<file path="src/rtl/counter_arbiter.sv">
// Round-robin arbiter that lends one shared W-bit up-counter to NREQ requesters,
// each for its own latched duration, followed by a one-cycle done pulse.
module counter_arbiter #(
    parameter int NREQ = 4,
    parameter int W    = 4
) (
    input  logic              clk,
    input  logic              reset,
    input  logic [NREQ-1:0]   req,
    input  logic [NREQ*W-1:0] dur,
    output logic [NREQ-1:0]   grant,
    output logic [W-1:0]      count,
    output logic              busy,
    output logic [NREQ-1:0]   done
);
    localparam int LW = $clog2(NREQ);

    typedef enum logic [1:0] {IDLE, RUN, DONE} state_t;

    state_t          state_q, state_d;
    logic [NREQ-1:0] grant_q, grant_d;
    logic [NREQ-1:0] done_q, done_d;
    logic [W-1:0]    count_q, count_d;
    logic [W-1:0]    dlat_q, dlat_d;
    logic [LW-1:0]   last_q, last_d;

    logic [W-1:0]    dur_arr [NREQ];
    logic [LW-1:0]   win_idx;
    logic            win_found;
    logic [LW:0]     cand_sum;
    logic [LW-1:0]   cand;

    genvar gi;
    generate
        for (gi = 0; gi < NREQ; gi++) begin : g_dur
            assign dur_arr[gi] = dur[gi*W +: W];
        end
    endgenerate

    // Scan upward from the requester after the last owner, wrapping at NREQ.
    always_comb begin
        win_idx   = '0;
        win_found = 1'b0;
        cand_sum  = '0;
        cand      = '0;
        for (int k = 1; k <= NREQ; k++) begin
            cand_sum = {1'b0, last_q} + (LW+1)'(k);
            if (cand_sum >= (LW+1)'(NREQ))
                cand_sum = cand_sum - (LW+1)'(NREQ);
            cand = cand_sum[LW-1:0];
            if (!win_found && req[cand]) begin
                win_found = 1'b1;
                win_idx   = cand;
            end
        end
    end

    always_comb begin
        state_d = state_q;
        grant_d = grant_q;
        done_d  = '0;
        count_d = count_q;
        dlat_d  = dlat_q;
        last_d  = last_q;
        unique case (state_q)
            IDLE: begin
                count_d = '0;
                grant_d = '0;
                if (win_found) begin
                    grant_d = NREQ'(1) << win_idx;
                    dlat_d  = dur_arr[win_idx];
                    last_d  = win_idx;
                    state_d = RUN;
                end
            end
            RUN: begin
                // Abort wins over terminal; pointer stays on the aborted owner.
                if (!req[last_q]) begin
                    state_d = IDLE;
                    grant_d = '0;
                    count_d = '0;
                end else if (count_q == dlat_q - W'(1)) begin
                    state_d = DONE;
                    grant_d = '0;
                    done_d  = NREQ'(1) << last_q;
                end else begin
                    count_d = count_q + W'(1);
                end
            end
            DONE: begin
                state_d = IDLE;
                grant_d = '0;
                count_d = '0;
            end
            default: begin
                state_d = IDLE;
                grant_d = '0;
                count_d = '0;
            end
        endcase
    end

    always_ff @(posedge clk) begin
        if (!reset) begin
            state_q <= IDLE;
            grant_q <= '0;
            done_q  <= '0;
            count_q <= '0;
            dlat_q  <= '0;
            last_q  <= LW'(NREQ-1);
        end else begin
            state_q <= state_d;
            grant_q <= grant_d;
            done_q  <= done_d;
            count_q <= count_d;
            dlat_q  <= dlat_d;
            last_q  <= last_d;
        end
    end

    assign grant = grant_q;
    assign done  = done_q;
    assign count = count_q;
    assign busy  = (state_q == RUN);
endmodule

</file>
<file path="config.mk">
export PLATFORM = sky130hd
export DESIGN_NAME = counter_arbiter
export DESIGN_NICKNAME = d
export VERILOG_FILES = /design/src/rtl/counter_arbiter.sv
export SDC_FILE = /design/constraint.sdc
export NUM_CORES = 1
export LEC_CHECK = 0
export ABC_AREA = 1
export BUFFER_PORTS_ARGS = -buffer_cell sky130_fd_sc_hd__buf_2
export CAP_MARGIN = 20
export CELL_PAD_IN_SITES_DETAIL_PLACEMENT = 0
export CELL_PAD_IN_SITES_GLOBAL_PLACEMENT = 2
export CORE_AREA = 2 2 71 73
export DETAILED_ROUTE_END_ITERATION = 8
export DIE_AREA = 0 0 73 75
export PLACE_DENSITY = 0.76
export SETUP_SLACK_MARGIN = 0.4
export SKIP_LAST_GASP = 1
export SYNTH_ARGS = -nofsm -noshare
export SYNTH_HDL_FRONTEND = slang
export SYNTH_SLANG_ARGS = --single-unit
</file>
<file path="constraint.sdc">
create_clock -name clk -period 2 [get_ports clk]
set_input_delay 0.2 -clock clk [delete_from_list [all_inputs] [get_ports clk]]
set_output_delay 0.2 -clock clk [all_outputs]
set_load 0.005 [all_outputs]
</file>
==> flow_summary.toml, run 1 <==
[grt]
track_usage_pct = 13.4
grt_max_degree = 13
grt_remaining_overflow = 0
grt_antenna_before_repair = 0
grt_pass1_wl_um = 5780
grt_pass1_vias = 1260

[worst_setup_path]
timing_worst_setup_path_type = "flip-flop to flip-flop"
r2r-start = "last_q[0]$_SDFFE_PN1P_"
cp-start-kind = "flip-flop"
rr_worst_depth = 13
arrival_ps = 1860
ff2ff_setup_slack_ps = 290
cp-startpoint = "last_q[0]$_SDFFE_PN1P_"
required_ps = 2150
cp-endpoint = "dlat_q[0]$_SDFFE_PN0P_"
end_kind = "flip-flop"
reg2reg_to = "dlat_q[0]$_SDFFE_PN0P_"
path_max_fanout = 8

[timing]
rsz0062_at_grt = "yes"
clock_skew_ps = 3.63
slew_headroom_pct = 79.8
tightest_slew_ps = 301
fmax_mhz = 586
timing.final.crit_share_pct = 85.4
worst_hold_slack_ps = 216
final-hold-violation-count = 0
post-route-min-period_ps = 1710
setup_violations = 0
timing.setup.tns_ps = 0
maxSlewViolCount = 0

[clock_network]
cts_max_path_buffers = 2
cts_htree_levels = 1
numCtsBuffers = 3
clk_pin_slew_worst_paths_ps = 70
clock_tree.root_cell = "clkbuf_8"
tritoncts = "built"
cts.sinks = 20
clk_latency_ps = 260

[pwr]
p_per_area_mw_per_mm2 = 1740
switching_share_pct = 49.7
seq_power_share_pct = 20.1
static-leakage-power_nw = 0.897
combPwrFrac_pct = 71.3
p_int_w = 0.00157
p_clk_share_pct = 8.6
ir_drop_v = 0.000565
power.total_w = 0.00312
power.switching_w = 0.00155

[die]
rows = 25
pin_count = 35
die_w_um = 73
core_area_mm2 = 0.00466
initial_core_util_pct = 26.5
dieArea_mm2 = 0.00548
die_h_um = 75

[placed_design]
hpwl_um = 2480
io_buffers = 34
place_inst = 272
globalplace.congestion = 0.771

[synthesis]
ys_ff_latch = 20
syn_inst = 184
syn_avg_cell_area_um2 = 6.72
ys_warn_count = 0
syn_area_mm2 = 0.00124
syn_nets = 208
ys_seq_area_share_pct = 32.4
ys_types = 27

[drt]
viasPerCell = 4.60
drt_iter0_markers = 44
drt-wirelength-per-cell_um = 11.7
num_vias = 1325
drt-total-wl_um = 3360
first_pass_iters = 4
ant_nets = 0
drcViolationCount = 0

[worst_hold_path]
hold_path.class = "input pin to flip-flop"
min-delay-start = "reset"

[cells_and_area]
instances_no_fill = 288
drive_gt1_share_pct = 47.4
utilization_pct = 38.5
synthToLayoutAreaGrowth_pct = 45.0
n_antenna_cell = 0
nNetsFinal = 260

[status]
outcome = "complete, no violations"

[run]
maxCapViolCount = 0
[final cells by class]
cell class,instances,area [um^2]
Multi-Input combinational cell,144,896
Inverter,18,82.6
Sequential cell,20,410
Fill cell,501,2870
Clock buffer,3,41.3
Tap cell,54,67.6
Timing Repair Buffer,49,295
[state kept, by name, indices dropped and copies added (netlist names)]
name and count:
dlat_q 4, done 4, state_q 2, grant 4
count 4, last_q 2
[cells in the mapped netlist (all sizes together)]
| cell | number | area [um^2] |
|---|---|---|
| a21oi | 14 | 73.8 |
| and2b | 1 | 8.76 |
| buf | 3 | 33.8 |
| clkinv | 1 | 3.75 |
| dfxtp | 20 | 400 |
| ha | 2 | 25.0 |
| inv | 17 | 66.3 |
| nand2 | 68 | 293 |
| nand3 | 27 | 153 |
| nand4 | 3 | 18.8 |
| nor2 | 15 | 66.3 |
| nor3 | 2 | 21.3 |
| o21ai | 5 | 25.0 |
| or2 | 2 | 12.5 |
| xnor2 | 2 | 17.5 |
| xor2 | 2 | 17.5 |
[power groups by stage]
| stage | Sequential (W) | Combinational [W] | Clock (W) |
|---|---|---|---|
| after floorplan | 0.000576 | 0.00139 | 0 |
| after global routing | 0.000642 | 0.00249 | 0.000290 |
| after global placement | 0.000609 | 0.00165 | 0 |
| after CTS | 0.000624 | 0.00208 | 0.000278 |
| final | 0.000627 | 0.00223 | 0.000268 |
| after detailed placement | 0.000608 | 0.00164 | 0 |
[critical path, stage by stage (launching register included)]
cell	delay, ps
dfxtp_4	430
inv_8	60
nand2_2	70
nand2_4	60
nand2_2	90
nand2_4	60
nor2_4	140
nand3_4	180
nand2_8	150
inv_2	50
nand3_1	80
nand3_2	90
nor2_2	90
nor2_1	40
[cells by family after synthesis]
logic type / count (synthesis) / synth area share (%)
buffers and inverters: 21 / 8.40
AND/OR/NAND/NOR: 118 / 46.4
adder cells (fa/ha/maj): 2 / 2.02
XOR/XNOR: 4 / 2.83
AO/OA/AOI/OAI: 19 / 8.00
flip-flops: 20 / 32.4
[layout by cell type, fill, tap and decap left out, types with 2 or more instances in the layout]
cell      count
nand3_1      19
clkbuf_8      3
nor2_1       12
nand2_2      16
buf_2        34
dfxtp_1      16
nand3_4       2
inv_2         7
nand2_4       9
buf_4        14
o21ai_0       3
dfxtp_4       2
xor2_1        2
nor2_4        2
or2_4         2
dfxtp_2       2
o21ai_1       2
inv_1         7
a21oi_1      12
a21oi_2       2
nand2_1      43
nand3_2       6
nand4_1       3
[layer usage]
metal	vias up	global-route usage (%)	routed length [um]
met5	-	0	0
met1	591	17.4	1630
met3	4	2.01	132
li1	701	-	-
met2	29	23.2	1550
met4	0	3.70	40
[metrics by stage]
step	cell area [um^2]	worst slack, ps
floorplan	1260	405
global placement	1480	97.0
detailed placement	1480	87.9
CTS	1730	304
global route	1790	151
finish	1790	293
[timing repair]
item	CTS	global route
hold buffers	0	0
endpoints found under the setup margin	20	20
pin swaps	11	11
cloned	1	0
setup buffers	9	3
resized for setup	32	13
[worst min-delay path by stage]
stage	slack (ps)	endpoint	cells past startpoint
after CTS	210	dlat_q[0]$_SDFFE_PN0P_	3
after detailed placement	470	grant[2]$_SDFFE_PN0P_	2
after global routing	240	dlat_q[2]$_SDFFE_PN0P_	3
after global placement	480	grant[3]$_SDFFE_PN0P_	2
after floorplan	330	dlat_q[0]$_SDFFE_PN0P_	2
final	220	dlat_q[0]$_SDFFE_PN0P_	3
(Power assumes the default switching activity.)
==> inputs of run 2 (changes only) <==
- CELL_PAD_IN_SITES_GLOBAL_PLACEMENT: 2 -> 1
- CORE_AREA: 2 2 71 73 -> 2 2 63 65
- DIE_AREA: 0 0 73 75 -> 0 0 65 67
- PLACE_DENSITY: 0.76 -> 0.74
==> run 2 against run 1 <==
  * Sequential power fell by 2%
  * Power rose by 1.6%
  * Via count fell by 0.68%
  * Final cell count fell by 2.8%
  * Sequential share of layout area rose by 0.080 points
  * Setup slack improved by 38 ps
  * Register-to-register slack improved by 40 ps
==> flow_summary.toml, run 2 (synthesis results as in run 1) <==
[grt]
grt_antenna_before_repair = 0
track_usage_pct = 15.7
grt_max_degree = 13
grt_pass1_vias = 1215
grt_remaining_overflow = 0
grt_pass1_wl_um = 5330

[die]
rows = 22
core_area_mm2 = 0.00361
die_w_um = 65
die_h_um = 67
pin_count = 35
dieArea_mm2 = 0.00436
initial_core_util_pct = 34.3

[timing]
timing.final.crit_share_pct = 83.4
post-route-min-period_ps = 1670
timing.setup.tns_ps = 0
slew_headroom_pct = 81.4
tightest_slew_ps = 278
clock_skew_ps = 5.51
maxSlewViolCount = 0
final-hold-violation-count = 0
worst_hold_slack_ps = 226
rsz0062_at_grt = "yes"
setup_violations = 0
fmax_mhz = 599

[cells_and_area]
n_antenna_cell = 0
synthToLayoutAreaGrowth_pct = 44.5
nNetsFinal = 257
drive_gt1_share_pct = 46.6
final_cell_mix = "44 x nand2_1, 34 x buf_2, 20 x nand3_1, 16 x dfxtp_1, 15 x nand2_2"
stdcell_area_mm2 = 0.00179
instances_no_fill = 280
final_common_cell = "nand2_1"

[worst_hold_path]
hold_path.class = "input pin to flip-flop"

[placed_design]
hpwl_um = 2330
io_buffers = 34
globalplace.congestion = 0.772
place_inst = 266
placed_area_mm2 = 0.00148

[worst_setup_path]
end_kind = "flip-flop"
required_ps = 2160
cp_common_cell = "nand2_4"
crit_buf_inv = 1
worstPathCellList = "inv_6 -> nand2_2 -> nand2_4 -> nand2_4 -> nand2_4 -> nor2_4 -> nand3_2 -> and2b_2 -> nand3_1 -> nand3_1 -> nor2_1 -> nor2_1"
cp-start-kind = "flip-flop"
timing_worst_setup_path_type = "flip-flop to flip-flop"
arrival_ps = 1830
cp_slowest_stage_delay_ps = 420
crit_slowest_cell = "dfxtp_4"
path_max_fanout = 8
crit_family = "simple AND/OR/NAND/NOR gates"

[clock_network]
cts_htree_levels = 1
numCtsBuffers = 3
clk_latency_ps = 260
tritoncts = "built"
cts.sinks = 20
cts_max_path_buffers = 2
clk_pin_slew_worst_paths_ps = 80
clock_tree.root_cell = "clkbuf_8"

[pwr]
power.total_w = 0.00317
p_per_area_mw_per_mm2 = 1770
ir_drop_v = 0.000659
static-leakage-power_nw = 0.885

[drt]
viasPerCell = 4.70
first_pass_iters = 4
drt-total-wl_um = 3140
drt_iter0_markers = 56
drt-wirelength-per-cell_um = 11.2
drcViolationCount = 0
ant_nets = 0
num_vias = 1316

[run]
maxCapViolCount = 0

[status]
outcome = "complete, no violations"
[run 2: path summary, 6_finish.rpt]
check	from	end	slack, ps	cells after the start
max	last_q[0]$_SDFFE_PN1P_	dlat_q[2]$_SDFFE_PN0P_	330	12
min	reset	dlat_q[0]$_SDFFE_PN0P_	230	3
max reg2reg	last_q[0]$_SDFFE_PN1P_	dlat_q[2]$_SDFFE_PN0P_	330	12
min reg2reg	grant[2]$_SDFFE_PN0P_	grant[2]$_SDFFE_PN0P_	480	2
[run 2: per-stage QoR]
step | setup WS (ps) | utilization, %
global route | 206 | 49.5
global placement | 147 | 40.9
finish | 331 | 49.5
detailed placement | 134 | 40.9
floorplan | 405 | -
CTS | 354 | 46.9
[run 2: where the power goes]
| group | switching, W | leakage, nW | internal, W |
|---|---|---|---|
| clock | 0.000144 | 0.0357 | 0.000267 |
| combinational | 0.00129 | 0.685 | 0.000856 |
| sequential | 0.000103 | 0.164 | 0.000514 |
[run 2: cell type report]
cell class                      count  area [um^2]
Sequential cell                    20          410
Multi-Input combinational cell    144          897
Clock inverter                      1         30.0
Clock buffer                        3         41.3
Inverter                           18         80.1
Fill cell                         383         1820
Timing Repair Buffer               46          268
Tap cell                           48         60.1
[run 2: what timing repair did]
item                       in CTS  in global routing
hold buffers                    0                  0
gates resized for setup        28                 19
pin swaps                      10                  9
gates cloned                    1                  0
setup endpoints to repair      17                 20
buffers inserted                6                  3
[run 2: worst register-to-register path, delay by kind of cell (launching register included)]
family / cells / cell delay [ps]
flip-flops: 1 / 420
buffers and inverters: 1 / 70
AND/OR/NAND/NOR: 11 / 1080
[run 2: routing by layer]
layer	wire length, um	global-route usage (%)	vias up
met5	0	0	-
met2	1460	26.5	34
li1	-	-	690
met3	147	2.20	2
met1	1510	20.3	590
met4	27	5.32	0
